$ cat config.mk
export PLATFORM = sky130hd
export DESIGN_NAME = conv_pe_mac
export DESIGN_NICKNAME = d
export VERILOG_FILES = /design/src/rtl/conv_pe_mac.sv
export SDC_FILE = /design/constraint.sdc
export NUM_CORES = 2
export LEC_CHECK = 0
export BUFFER_PORTS_ARGS = -buffer_cell sky130_fd_sc_hd__buf_2
export CAP_MARGIN = 20
export CORE_UTILIZATION = 35
export CTS_CLUSTER_SIZE = 12
export DETAILED_ROUTE_END_ITERATION = 10
export SYNTH_ARGS = -nofsm -noshare
export SYNTH_HDL_FRONTEND = slang
export SYNTH_SLANG_ARGS = --single-unit
$ cat constraint.sdc
create_clock -name clk -period 19.4 [get_ports clk]
set_input_delay 3.88 -clock clk [delete_from_list [all_inputs] [get_ports clk]]
set_output_delay 3.88 -clock clk [all_outputs]
set_load 0.005 [all_outputs]
$ cat src/rtl/conv_pe_mac.sv
// conv_pe_mac: streaming multi-lane convolution MAC with bias, ReLU and quantisation.
// Define CONV_PE_SAT_EN to clamp the quantised result instead of wrapping it.
module conv_pe_mac #(
    parameter int DW    = 16,
    parameter int LANES = 2,
    parameter int BW    = 32,
    parameter int ACCW  = 40,
    parameter int SCALE = 1000,
    parameter int RELU  = 1
) (
    input  logic                   clk,
    input  logic                   rst,
    input  logic                   in_valid,
    output logic                   in_ready,
    input  logic                   in_last,
    input  logic [LANES*DW-1:0]    x,
    input  logic [LANES*DW-1:0]    w,
    input  logic [BW-1:0]          b,
    output logic [DW-1:0]          odata,
    output logic                   out_valid,
    input  logic                   out_ready
);

    localparam logic [1:0] ACC     = 2'd0;
    localparam logic [1:0] RELU_S  = 2'd1;
    localparam logic [1:0] QUANT_S = 2'd2;
    localparam logic [1:0] OUT     = 2'd3;

    localparam logic signed [ACCW-1:0] SCALE_C = ACCW'(SCALE);

`ifdef CONV_PE_SAT_EN
    localparam logic signed [ACCW-1:0] QMAX = ACCW'({1'b0, {(DW-1){1'b1}}});
    localparam logic signed [ACCW-1:0] QMIN = ~QMAX;
`endif

    logic [1:0]             state_q, state_d;
    logic signed [ACCW-1:0] acc_q, acc_d;
    logic signed [ACCW-1:0] r_q, r_d;
    logic                   first_q, first_d;
    logic [DW-1:0]          odata_q, odata_d;

    logic signed [ACCW-1:0] sum;
    logic signed [ACCW-1:0] base;
    logic signed [ACCW-1:0] q;
    logic                   accept;
    logic                   out_hs;

    assign in_ready  = (state_q == ACC);
    assign out_valid = (state_q == OUT);
    assign odata     = odata_q;
    assign accept    = in_valid && in_ready;
    assign out_hs    = out_valid && out_ready;

    // Sum of full-width signed lane products, sign-extended to the accumulator
    always_comb begin
        logic signed [2*DW-1:0] prod;
        sum  = '0;
        prod = '0;
        for (int i = 0; i < LANES; i++) begin
            prod = $signed(x[i*DW +: DW]) * $signed(w[i*DW +: DW]);
            sum  = sum + ACCW'(prod);
        end
    end

    // Bias seeds the first beat; later beats build on the running sum
    assign base = first_q ? ACCW'($signed(b)) : acc_q;

    // Signed division truncates toward zero
    assign q = r_q / SCALE_C;

    // Next-state logic for the accumulate / activate / quantise / output sequence
    always_comb begin
        state_d = state_q;
        acc_d   = acc_q;
        r_d     = r_q;
        first_d = first_q;
        odata_d = odata_q;
        unique case (state_q)
            ACC: begin
                if (accept) begin
                    acc_d   = base + sum;
                    first_d = 1'b0;
                    if (in_last) begin
                        state_d = RELU_S;
                    end
                end
            end
            RELU_S: begin
                if ((RELU != 0) && (acc_q < 0)) begin
                    r_d = '0;
                end else begin
                    r_d = acc_q;
                end
                state_d = QUANT_S;
            end
            QUANT_S: begin
`ifdef CONV_PE_SAT_EN
                if (q > QMAX) begin
                    odata_d = QMAX[DW-1:0];
                end else if (q < QMIN) begin
                    odata_d = QMIN[DW-1:0];
                end else begin
                    odata_d = q[DW-1:0];
                end
`else
                odata_d = q[DW-1:0];
`endif
                state_d = OUT;
            end
            OUT: begin
                if (out_hs) begin
                    first_d = 1'b1;
                    state_d = ACC;
                end
            end
            default: begin
                state_d = ACC;
            end
        endcase
    end

    // State registers; reset discards any partial sum or pending result
    always_ff @(posedge clk or negedge rst) begin
        if (!rst) begin
            state_q <= ACC;
            acc_q   <= '0;
            r_q     <= '0;
            first_q <= 1'b1;
            odata_q <= '0;
        end else begin
            state_q <= state_d;
            acc_q   <= acc_d;
            r_q     <= r_d;
            first_q <= first_d;
            odata_q <= odata_d;
        end
    end

endmodule

Yosys cells after proc, flatten, opt, wreduce, memory -nomap -nowiden
Cells that the tools add are included.

word-level totals
  bits in registers = 99
  bits in latches = 0
  RAM bits = 0
  ROM bits = 0
  input bits = 101
  output and inout bits = 18
  word-level logic and storage cells = 33
  memories kept = 0

cells by class
  $add $sub $neg = 2
  multipliers = 2
  divide/modulo/power cells = 1
  magnitude comparators = 1
  equality and inequality tests = 6
  shifts and indexed selects = 0
  mux-type cells = 9
  bitwise logic cells = 0
  reduce and logical (&&, ||, !) cells = 7

operator list
  kind                                                          count
  2-to-1 mux 40 bit                                             2
  multiplier 16 x 16 -> 32 bit                                  2
  adder 40 x 33 -> 40 bit                                       1
  divider 40 x 11 -> 40 bit (second input constant)             1
  less-than comparator 40 x 1 -> 1 bit (second input constant)  1
  adder 32 x 32 -> 33 bit                                       1
  case mux 2 bit (4 select lines)                               1
  2-to-1 mux 2 bit                                              3
  != test 2 x 1 -> 1 bit (second input constant)                3
  AND reduction 3 bit                                           2
  equality test 2 bit (second input constant)                   2
  equality test 2 x 1 -> 1 bit (second input constant)          1
  logical AND 1 bit                                             2
  zero test 2 bit                                               1
  2-to-1 mux 1 bit                                              2
  case mux 1 bit (2 select lines)                               1
  AND reduction 2 bit                                           1
  nonzero test 2 bit                                            1

Logic depth before layout (Yosys ltp)
  depth after elaboration = 4
  mapped depth = 83
  depth with buffers taken out = 66

Worst setup path after synthesis
No wires, ideal clock.

  path kind = reg-to-reg
  from = register r_q[35]
  to = register odata_q[0] (netlist: odata[0])
  setup time = 134 ps
  arrival = 18836 ps
  required time = 19266 ps
  path slack = 430 ps
  stages on the path, launching flop included = 73
  path buffers = 6
  period minus slack after synthesis = 18970 ps
  cells stage by stage = dfrtp_1 > buf_2 > and4_1 > buf_6 > buf_6 > a2111oi_2 > a31o_2 > o211ai_1 > o22a_1 > a211oi_2 > mux2i_1 > o221ai_1 > o211ai_2 > nand3_2 > o221ai_1 > o211ai_2 > buf_4 > o31a_1 > (+37 left out) > buf_2 > a41oi_4 > mux2i_1 > a2111o_1 > a31oi_2 > mux2i_1 > xor2_1 > or4_4 > a21oi_4 > a31oi_2 > a211oi_1 > a21o_1 > a31oi_4 > mux2i_1 > a311oi_2 > a21boi_0 > nor3_1 > o221ai_2

between the ends
  word-level cells in the longest chain between the ends = 1

ends and longest elaborated chain
  what                       RTL line  RTL
  from (decl)                38        logic signed [ACCW-1:0] r_q, r_d;
  from (signal assigned)     133       r_q <= r_d;
  divider 40 x 11 -> 40 bit  69        assign q = r_q / SCALE_C;
  to (signal assigned)       135       odata_q <= odata_d;
  to (decl)                  40        logic [DW-1:0] odata_q, odata_d;

Every way passes these cells.
A chain may end at the register's enable or synchronous reset.

Final worst setup path
  from = register r_q[32]
  to = register odata_q[0] (netlist: odata[0])

The elaborated chain is that of the path after synthesis.

==> flow_metrics.env <==
export IMPL_status="finished, violations left"
export IMPL_failed_checks="design-rule violations"
export IMPL_synth_top_cell_by_area="fa_1"
export IMPL_min_period_over_period=0.972
export IMPL_place_congestion=0.885
export IMPL_cts_buffer_depth=2
export IMPL_grt_max_degree=76
export IMPL_initial_core_util=0.353
export IMPL_synthCells=4011
export IMPL_cp_end_kind="flip-flop"
export IMPL_dr_pass1_iters=9
export IMPL_critPathMaxFanout=7
export IMPL_max_stage_delay_ps=520
export IMPL_drc_errors=3
export IMPL_rows=116
export IMPL_cts_tree="yes"
export IMPL_die_h_um=320
export IMPL_cpMaxStageDelayCell="or4_4"
export IMPL_worstPathArrival_ps=19170
export IMPL_syn_area_um2=35300
export IMPL_synth_flop_cell="dfrtp_1"
export IMPL_slew_violations=0
export IMPL_yosys_warnings=0
export IMPL_ys_seq_elements=95
export IMPL_num_vias=29400
export IMPL_worstHoldStart="acc_q[16]"
export IMPL_setup_viol=0
export IMPL_grt_overflow_total=0
export IMPL_place_area_um2=39100
export IMPL_cts_root_buffer="clkbuf_16"
export IMPL_cts_max_level=3
export IMPL_hp_class="flip-flop to flip-flop"
export IMPL_fmax_ghz=0.0530
export IMPL_start_kind="flip-flop"
export IMPL_die_area_um2=102000
export IMPL_layout_drive_gt1_share=0.174
export IMPL_dp_hpwl_um=82700
export IMPL_fin_skew_ps=15.2
export IMPL_synthTopCellsByArea="fa_1 (40%), inv_1 (8.0%), dfrtp_1 (6.7%)"
export IMPL_drt_first_iter_violations=2019
export IMPL_synth_net_count=4971
export IMPL_area_growth_pct=15.4
export IMPL_fin_area_um2=40700
export IMPL_period_minus_slack_ps=18860
export IMPL_post_synth_cell_area_avg_um2=8.80
export IMPL_clock_latency_ps=400
export IMPL_io_pins=119
export IMPL_yosysUniqueCellTypes=133
export IMPL_worstPathRequired_ps=19720
export IMPL_postRouteAntennaNets=0
export IMPL_wirelength_um=97300
export IMPL_die_x_um=320
export IMPL_synth_edff_count=0
export IMPL_path_clk_slew_ps=80
export IMPL_final_net_count=5272
export IMPL_hold_viol=0
export IMPL_synth_top_area_share=0.398
export IMPL_routedWlPerCell_um=17.3
export IMPL_worstMarginPinSlew_ps=1000
export IMPL_track_usage=0.192
export IMPL_crit_type="flip-flop to flip-flop"
export IMPL_grt_pass1_vias=29400
export IMPL_port_buffers=118
export IMPL_core_area_um2=100000
export IMPL_yosysSeqAreaShare=0.0674
export IMPL_synthArstFlopShare=1.00
export IMPL_cts_buffers_inserted=9
export IMPL_cts_sinks=95
export IMPL_regToRegStartpoint="r_q[32]"
export IMPL_viasPerCell=5.22
export IMPL_maxCapViolCount=0
export IMPL_num_fill_cells=9859
export IMPL_crit_start="r_q[32]"
export IMPL_grt_pass1_wl_um=159000
export IMPL_slew_headroom=0.328
export IMPL_antenna_found_initial=40
-- registers in the layout, indices dropped and copies added, names as in the netlist --
name / count
r_q: 36
odata: 16
acc_q: 40
first_q: 1
state_q: 2
-- Yosys cell counts, types with 37 or more instances --
cell type	n
inv_1	748
fa_1	702
nand2_1	510
ha_1	157
and2_1	153
o21ai_0	139
clkbuf_1	138
nor2_1	135
a21oi_1	130
xnor2_1	95
dfrtp_1	94
mux2i_1	64
nor3_1	54
a21o_1	44
nand2b_1	44
nand3_1	44
o211ai_1	42
nand3b_1	37
-- critical path: cells and delay by family, from the launching register on --
kind	cells	cell delay (ps)
flip-flops	1	460
AND/OR/NAND/NOR	23	6380
multiplexers	4	1000
XOR/XNOR	2	490
AO/OA/AOI/OAI	37	9780
buffers and inverters	4	680
-- cell families (layout without fill, tap and decap cells) --
kind of cell | count (synthesis) | after routing | synth area share
other | 0 | 17 | 0
DFF | 95 | 95 | 0.0674
and+or+nand+nor | 1160 | 1160 | 0.163
muxes | 98 | 98 | 0.0300
AOI/OAI and AO/OA | 757 | 757 | 0.156
xor gates and xnor gates | 110 | 110 | 0.0281
buffers and inverters | 925 | 1231 | 0.100
adders and majority gates | 866 | 866 | 0.456
-- cell type report --
class	count	area, um2	share of cell area
Antenna cell	17	42.5	0.00104
Clock buffer	10	229	0.00562
Clock inverter	6	97.6	0.00240
Inverter	757	2840	0.0698
Multi-Input combinational cell	2991	30300	0.744
Sequential cell	95	2380	0.0585
Tap cell	1298	1620	0.0399
Timing Repair Buffer	458	3200	0.0784
-- placed cells by master (no fill, tap or decap), types with 89 or more instances in the layout --
cell type	instances
inv_1	748
fa_1	702
xnor2_1	93
o21ai_0	132
nor2_1	130
and2_1	152
buf_2	117
ha_1	156
dfrtp_1	89
buf_4	331
a21oi_1	124
nand2_1	504
-- path summary, 6_finish.rpt --
check                       endpoint  slack (ps)  depth (start not counted)
max in group asynchronous    r_q[32]       14650                          2
max reg2reg                 odata[0]         540                         70
min reg2reg                acc_q[16]         500                          2
min in group asynchronous   odata[5]        3480                          1
max                         odata[0]         540                         70
min                        acc_q[16]         500                          2
-- through the flow --
step	TNS, ps	worst slack, ps	hold slack (ps)	util	instances
final	0	542	505	0.407	5632
after global routing	-215	-215	520	0.407	5629
after CTS	0	12.1	510	0.394	5575
after detailed placement	-145	-145	492	0.391	5559
after global placement	0	31.0	485	0.391	5559
after floorplan	0	430	468	-	4011
-- what timing repair did --
item,in CTS,in global routing
setup buffers,0,38
hold buffers,0,0
gates resized for setup,7,194
setup endpoints to repair,2,3
pin swaps,0,60
-- routing by layer --
layer | vias up | part of all wire | track usage
li1 | 13700 | - | -
met1 | 14900 | 0.48 | 0.286
met2 | 682 | 0.45 | 0.291
met3 | 129 | 0.053 | 0.0300
met4 | 36 | 0.018 | 0.0455
met5 | - | 0.0022 | 0
Power is not shown: default switching activity piles up to over one toggle a cycle in this logic, so the estimate is an artifact.
